<file path="src/rtl/program_loader.sv">
// program_loader: fills instruction memory from a serial byte stream.
// Stream format: 4-byte little-endian word count N, then N little-endian
// 32-bit words, written to consecutive word addresses from 0.
module program_loader #(
  parameter int unsigned ADDR_WIDTH = 12
) (
  input  logic                  clk,
  input  logic                  rst,
  input  logic [7:0]            rx_data,
  input  logic                  rx_valid,
  input  logic                  reload,
  output logic                  imem_we,
  output logic [ADDR_WIDTH-1:0] imem_addr,
  output logic [31:0]           imem_wdata,
  output logic                  busy,
  output logic                  done,
  output logic                  error,
  output logic                  bad_inst
);

  localparam int unsigned WORD_W  = 32;
  localparam int unsigned SHIFT_W = 24;
  localparam logic [WORD_W-1:0] CAPACITY = WORD_W'(1) << ADDR_WIDTH;

  typedef enum logic [1:0] {
    ST_LEN  = 2'd0,
    ST_DATA = 2'd1,
    ST_DONE = 2'd2,
    ST_ERR  = 2'd3
  } state_e;

  state_e                state_q, state_d;
  logic [1:0]            byte_cnt_q, byte_cnt_d;
  logic [WORD_W-1:0]     word_cnt_q, word_cnt_d;
  logic [WORD_W-1:0]     len_q, len_d;
  logic [SHIFT_W-1:0]    shift_q, shift_d;
  logic                  we_q, we_d;
  logic [ADDR_WIDTH-1:0] addr_q, addr_d;
  logic [WORD_W-1:0]     wdata_q, wdata_d;
  logic                  busy_q, busy_d;
  logic                  done_q, done_d;
  logic                  error_q, error_d;
  logic                  bad_q, bad_d;

  // Full field as it would look with the current byte as the top byte.
  logic [WORD_W-1:0] assembled_c;
  logic              last_byte_c;

  assign assembled_c = {rx_data, shift_q};
  assign last_byte_c = (byte_cnt_q == 2'd3);

  // State and output registers; reset wins over every other input.
  always_ff @(posedge clk) begin
    if (rst) begin
      state_q    <= ST_LEN;
      byte_cnt_q <= 2'd0;
      word_cnt_q <= '0;
      len_q      <= '0;
      shift_q    <= '0;
      we_q       <= 1'b0;
      addr_q     <= '0;
      wdata_q    <= '0;
      busy_q     <= 1'b0;
      done_q     <= 1'b0;
      error_q    <= 1'b0;
      bad_q      <= 1'b0;
    end else begin
      state_q    <= state_d;
      byte_cnt_q <= byte_cnt_d;
      word_cnt_q <= word_cnt_d;
      len_q      <= len_d;
      shift_q    <= shift_d;
      we_q       <= we_d;
      addr_q     <= addr_d;
      wdata_q    <= wdata_d;
      busy_q     <= busy_d;
      done_q     <= done_d;
      error_q    <= error_d;
      bad_q      <= bad_d;
    end
  end

  // Next-state logic: byte assembly, length decode and word writes.
  always_comb begin
    state_d    = state_q;
    byte_cnt_d = byte_cnt_q;
    word_cnt_d = word_cnt_q;
    len_d      = len_q;
    shift_d    = shift_q;
    we_d       = 1'b0;
    addr_d     = addr_q;
    wdata_d    = wdata_q;
    error_d    = error_q;
    bad_d      = bad_q;

    // Lower three bytes of a field collect LSB-first; the fourth is used live.
    if (rx_valid && (state_q == ST_LEN || state_q == ST_DATA)) begin
      byte_cnt_d = byte_cnt_q + 2'd1;
      case (byte_cnt_q)
        2'd0:    shift_d[7:0]   = rx_data;
        2'd1:    shift_d[15:8]  = rx_data;
        2'd2:    shift_d[23:16] = rx_data;
        default: shift_d        = shift_q;
      endcase
    end

    case (state_q)
      ST_LEN: begin
        if (rx_valid && last_byte_c) begin
          len_d = assembled_c;
          if (assembled_c == '0) begin
            state_d = ST_DONE;
          end else if (assembled_c > CAPACITY) begin
            state_d = ST_ERR;
            error_d = 1'b1;
          end else begin
            state_d = ST_DATA;
          end
        end
      end
      ST_DATA: begin
        if (rx_valid && last_byte_c) begin
          wdata_d    = assembled_c;
          addr_d     = word_cnt_q[ADDR_WIDTH-1:0];
          we_d       = 1'b1;
          word_cnt_d = word_cnt_q + WORD_W'(1);
          if (assembled_c[1:0] != 2'b11) begin
            bad_d = 1'b1;
          end
          if (word_cnt_q == len_q - WORD_W'(1)) begin
            state_d = ST_DONE;
          end
        end
      end
      ST_DONE: begin
        if (reload) begin
          state_d    = ST_LEN;
          byte_cnt_d = 2'd0;
          word_cnt_d = '0;
          len_d      = '0;
          bad_d      = 1'b0;
        end
      end
      ST_ERR: begin
        state_d = ST_ERR;
      end
      default: begin
        state_d = ST_LEN;
      end
    endcase

    busy_d = (state_d == ST_DATA) || (state_d == ST_LEN && byte_cnt_d != 2'd0);
    // Coming from DATA, hold done off for one cycle so it never overlaps the
    // final write strobe.
    done_d = (state_d == ST_DONE) && (state_q != ST_DATA);
  end

  assign imem_we    = we_q;
  assign imem_addr  = addr_q;
  assign imem_wdata = wdata_q;
  assign busy       = busy_q;
  assign done       = done_q;
  assign error      = error_q;
  assign bad_inst   = bad_q;

endmodule
</file>
<file path="config.mk">
export PLATFORM = sky130hd
export DESIGN_NAME = program_loader
export DESIGN_NICKNAME = d
export VERILOG_FILES = /design/src/rtl/program_loader.sv
export SDC_FILE = /design/constraint.sdc
export NUM_CORES = 1
export LEC_CHECK = 0
export BUFFER_PORTS_ARGS = -buffer_cell sky130_fd_sc_hd__clkbuf_2
export CORE_ASPECT_RATIO = 1.2
export CORE_MARGIN = 4
export CORE_UTILIZATION = 42
export CTS_CLUSTER_DIAMETER = 50
export DETAILED_ROUTE_END_ITERATION = 7
export HOLD_SLACK_MARGIN = 0.15
export PLACE_DENSITY = 0.6
export SYNTH_ARGS = -nofsm -noshare
export SYNTH_HDL_FRONTEND = slang
export SYNTH_SLANG_ARGS = --single-unit
</file>
<file path="constraint.sdc">
create_clock -name clk -period 2.5 [get_ports clk]
set_clock_uncertainty 0.2 [all_clocks]
set_input_delay 0.125 -clock clk [delete_from_list [all_inputs] [get_ports clk]]
set_output_delay 0.125 -clock clk [all_outputs]
set_load 0.01 [all_outputs]
</file>
==> key figures <==
Setup path
  • Crit-path cells: inv_2 -> ha_4 -> nor3b_4 -> buf_4 -> nand4_4 -> buf_4 -> buf_6 -> o31ai_2 -> nand3_1 -> nor4_2 -> nand4_1 -> a21boi_1
  • Crit path launch type: flop
  • Element type at the critical path end: flop
  • Crit path largest cell delay: 0.34 ns
  • Crit path top cell by count: buf_4
  • Crit path launch: len_q[0]
  • Worst path slowest cell: dfxtp_2
  • Crit path DAT: 2.67 ns
  • Cells on worst reg2reg path: 12
  • Worst R2R Start: len_q[0]
  • CP Max Fanout: 4
  • Critical path data required time: 2.63 ns
  • Crit Path Class: reg -> reg

Power and ir drop
  • Power share of the clock group: between 50% and 60%
  • Static Leakage: 3.16 nW
  • Peak VDD IR: between 0.0003 and 0.0004 V
  • Combinational Power Share: 5.4%
  • Sequential fraction of design power: between 40% and 50%
  • Sw Share: 23.6%
  • Cell-internal power: 3.97 mW
  • Psw: approximately 1.2 mW
  • Pwr/cell area: 627 mW/mm^2

CTS
  • Clock Latency Late Sink: 0.42 ns
  • CTS tree: built
  • Depth of the CTS H-tree: 4
  • Clk pin slew, worst setup/hold paths: 0.07 ns
  • CTS root buf: clkbuf_16
  • CTS sink cnt: 141
  • Total CTS buffers: 17
  • Max Root-Sink Buffers: 2

Final layout
  • Design area: 0.00829 mm^2
  • Filler cell count: 1,464
  • Area of the multi-input gates: 0.00359 mm^2
  • Fin cells: 1,162
  • Diodes inserted: 0
  • # nets final: 964
  • Register area: 0.00283 mm^2
  • Layout overhead on the synthesized area: 26.5%
  • Share of layout cells above drive strength 1: 21.0%

Placement
  • DP HPWL: 12.6 mm
  • Global placement routability congestion: between 0.8 and 0.9
  • Placed cell count: about 1.1k
  • Port Buffers: 60
  • Post-Place Cell Area: 0.00742 mm^2
  • Pre-CTS WS: -0.0668 ns

Synth
  • Synth warn: 0
  • Share of the synthesized area in the top cell type: around 43%
  • Post-Syn Nets: 851
  • Area leader, netlist: dfxtp_1
  • Post-synth EDFFs: 0
  • Mapped Avg Cell Area: 7.87 um^2
  • Synth Flop Type: dfxtp_1
  • Asr flop ratio synth: 0%
  • Synth Cell Area: ~0.0066 mm^2
  • #FFs+latches synth: 141
  • Unique masters post-synth: 58
  • Post-synthesis cell count: 833
  • Largest cells by area after synthesis: dfxtp_1 43%, nand2_1 10%, a21oi_1 8.5%
  • Post-synthesis sequential area ratio: between 40% and 50%

Route
  • DR pass1 iterations: 5
  • DRC errors left: 0
  • WL per Instance: roughly 15 um
  • Vias per cell: 5.24
  • Total routed wirelength: 17.7 mm
  • Antenna-violating nets left: 0
  • Initial drt markers: 371
  • Vias: a little over 6k

Floorplan
  • Die height: 145 um
  • Die ar.: 0.0177 mm^2
  • Starting Density: 43.3%
  • # rows: 49
  • Core area: 0.0151 mm^2
  • Die width: 122 um
  • Num ports: 61

STA
  • FMAX: 394 MHz
  • Hold Vio Cnt, Final: 0
  • Setup slack after layout: -0.0356 ns
  • RSZ-0062 raised after global routing: true
  • Setup-failing EPs final: 2
  • Final period util: 101%
  • Least-Margin Pin Slew: 0.622 ns
  • Final min period: between 2 and 3 ns
  • Max-slew violation count: 0
  • Slew HR: 58.5%

Global route
  • First-pass GRT wire length: 29.2 mm
  • Initial antenna violation count: 0
  • Overall routing resource usage: 20.7%
  • Vias in the first global route: 5,665
  • Pin count of the biggest net entering global routing: about 90
  • Total global routing overflow: 0

Hold path
  • Hold Path Depth: 5
  • Hold Path Origin: rx_valid
  • Min-delay worst type: in -> reg

Run status
  • Outcome: finished, violations left
  • Failing checks: setup timing

Job
  • Max cap viols: 0
metrics by stage:
step                util (%)  total power [mW]  TNS (ns)  hold WS, ns
finish                  54.7              5.20   -0.0391        0.237
global route            54.7              5.39    -0.454        0.254
floorplan                  -              2.51         0       0.0610
detailed placement      49.0              2.61    -0.179        0.246
global placement        49.0              2.61   -0.0316        0.244
CTS                     54.5              5.24   -0.0279        0.209
repair_timing:
action | in CTS | in global routing
pin swaps | 16 | 9
setup buffers | 7 | 3
hold endpoints to repair | 65 | 0
hold buffers | 10 | 0
setup endpoints to repair | 4 | 6
resized for setup | 16 | 3
power groups by stage:
stage	Clock, mW	Sequential, mW	Combinational, mW
after floorplan	0	2.35	0.162
after global placement	0	2.35	0.258
after detailed placement	0	2.35	0.259
after CTS	2.67	2.30	0.278
after global routing	2.78	2.30	0.306
final	2.62	2.30	0.278
per-layer routing:
metal | part of all wire [%] | GRT usage, % | up-vias
li1 | - | - | 3091
met1 | 47 | 27.6 | 2843
met2 | 47 | 33.9 | 129
met3 | 3.5 | 3.69 | 27
met4 | 2.2 | 7.32 | 0
met5 | 0 | 0 | -
final timing paths:
kind                         to  slack (ns)
setup / recovery           done       -0.04
hold reg to reg   imem_addr[10]        0.25
hold / removal      shift_q[19]        0.24
setup reg to reg           done       -0.04
kinds of logic after synthesis:
family                     Yosys count  synth area share, %
and+or+nand+nor                    403                 29.4
AOI/OAI and AO/OA                  145                 12.3
DFF                                141                 43.1
xor gates and xnor gates            73                 9.76
buffers and inverters               61                 3.61
adders and majority gates            6                 1.15
muxes                                4                0.668
cell usage in the layout (no fill, tap or decap), drive strengths merged, types with 2 or more instances in the layout:
master,synthesis,final
a31oi,4,4
and3,4,4
a21oi,111,111
or3,6,6
mux2,3,3
xor2,34,34
o211ai,2,2
o21ai,7,7
nor3,18,18
and2,2,2
or2,2,2
ha,6,6
nand3,83,83
xnor2,39,39
dfxtp,141,141
or4,2,2
clkbuf,44,76
nand2b,2,2
inv,11,17
nand4,13,13
nand2,178,178
nor4,22,22
buf,6,75
nor3b,4,4
nor2,59,59
nand4b,2,2
clkinv,0,4
o31ai,4,4
dlygate4sd3,0,10
bufinv,0,3
a21boi,3,3
synth_stat cells (all sizes together) (2+ instances only):
| cell | count |
|---|---|
| nand4b | 2 |
| o31ai | 4 |
| nand2b | 2 |
| a21boi | 3 |
| or2 | 2 |
| or4 | 2 |
| nor3 | 18 |
| and3 | 4 |
| o211ai | 2 |
| or3 | 6 |
| nand2 | 178 |
| dfxtp | 141 |
| ha | 6 |
| nand4 | 13 |
| inv | 11 |
| xor2 | 34 |
| nor4 | 22 |
| buf | 6 |
| and2 | 2 |
| mux2 | 3 |
| clkbuf | 44 |
| o21ai | 7 |
| nor3b | 4 |
| a31oi | 4 |
| xnor2 | 39 |
| nand3 | 83 |
| a21oi | 111 |
| nor2 | 59 |
worst max-delay path, delay by kind of cell, from the launching register on:
kind / cells / cell delay, ns
AOI/OAI and AO/OA: 2 / 0.34
and+or+nand+nor: 5 / 0.97
DFF: 1 / 0.34
buffers and inverters: 4 / 0.50
adders and majority gates: 1 / 0.12
state kept, by name (all words and copies together), names as in the netlist:
signal	cells
bad_inst	1
done	1
byte_cnt_q	2
state_q	2
word_cnt_q	32
busy	1
len_q	32
imem_wdata	32
error	1
imem_we	1
imem_addr	12
shift_q	24
final cells by class:
class                           count  area share (%)
Tap cell                          204            3.08
Timing Repair Buffer              144            11.8
Sequential cell                   141            34.1
Inverter                           11           0.498
Multi-Input combinational cell    631            43.3
Clock inverter                     14            2.17
Clock buffer                       17            5.13
Note: power is estimated with default switching activity, not from simulation.
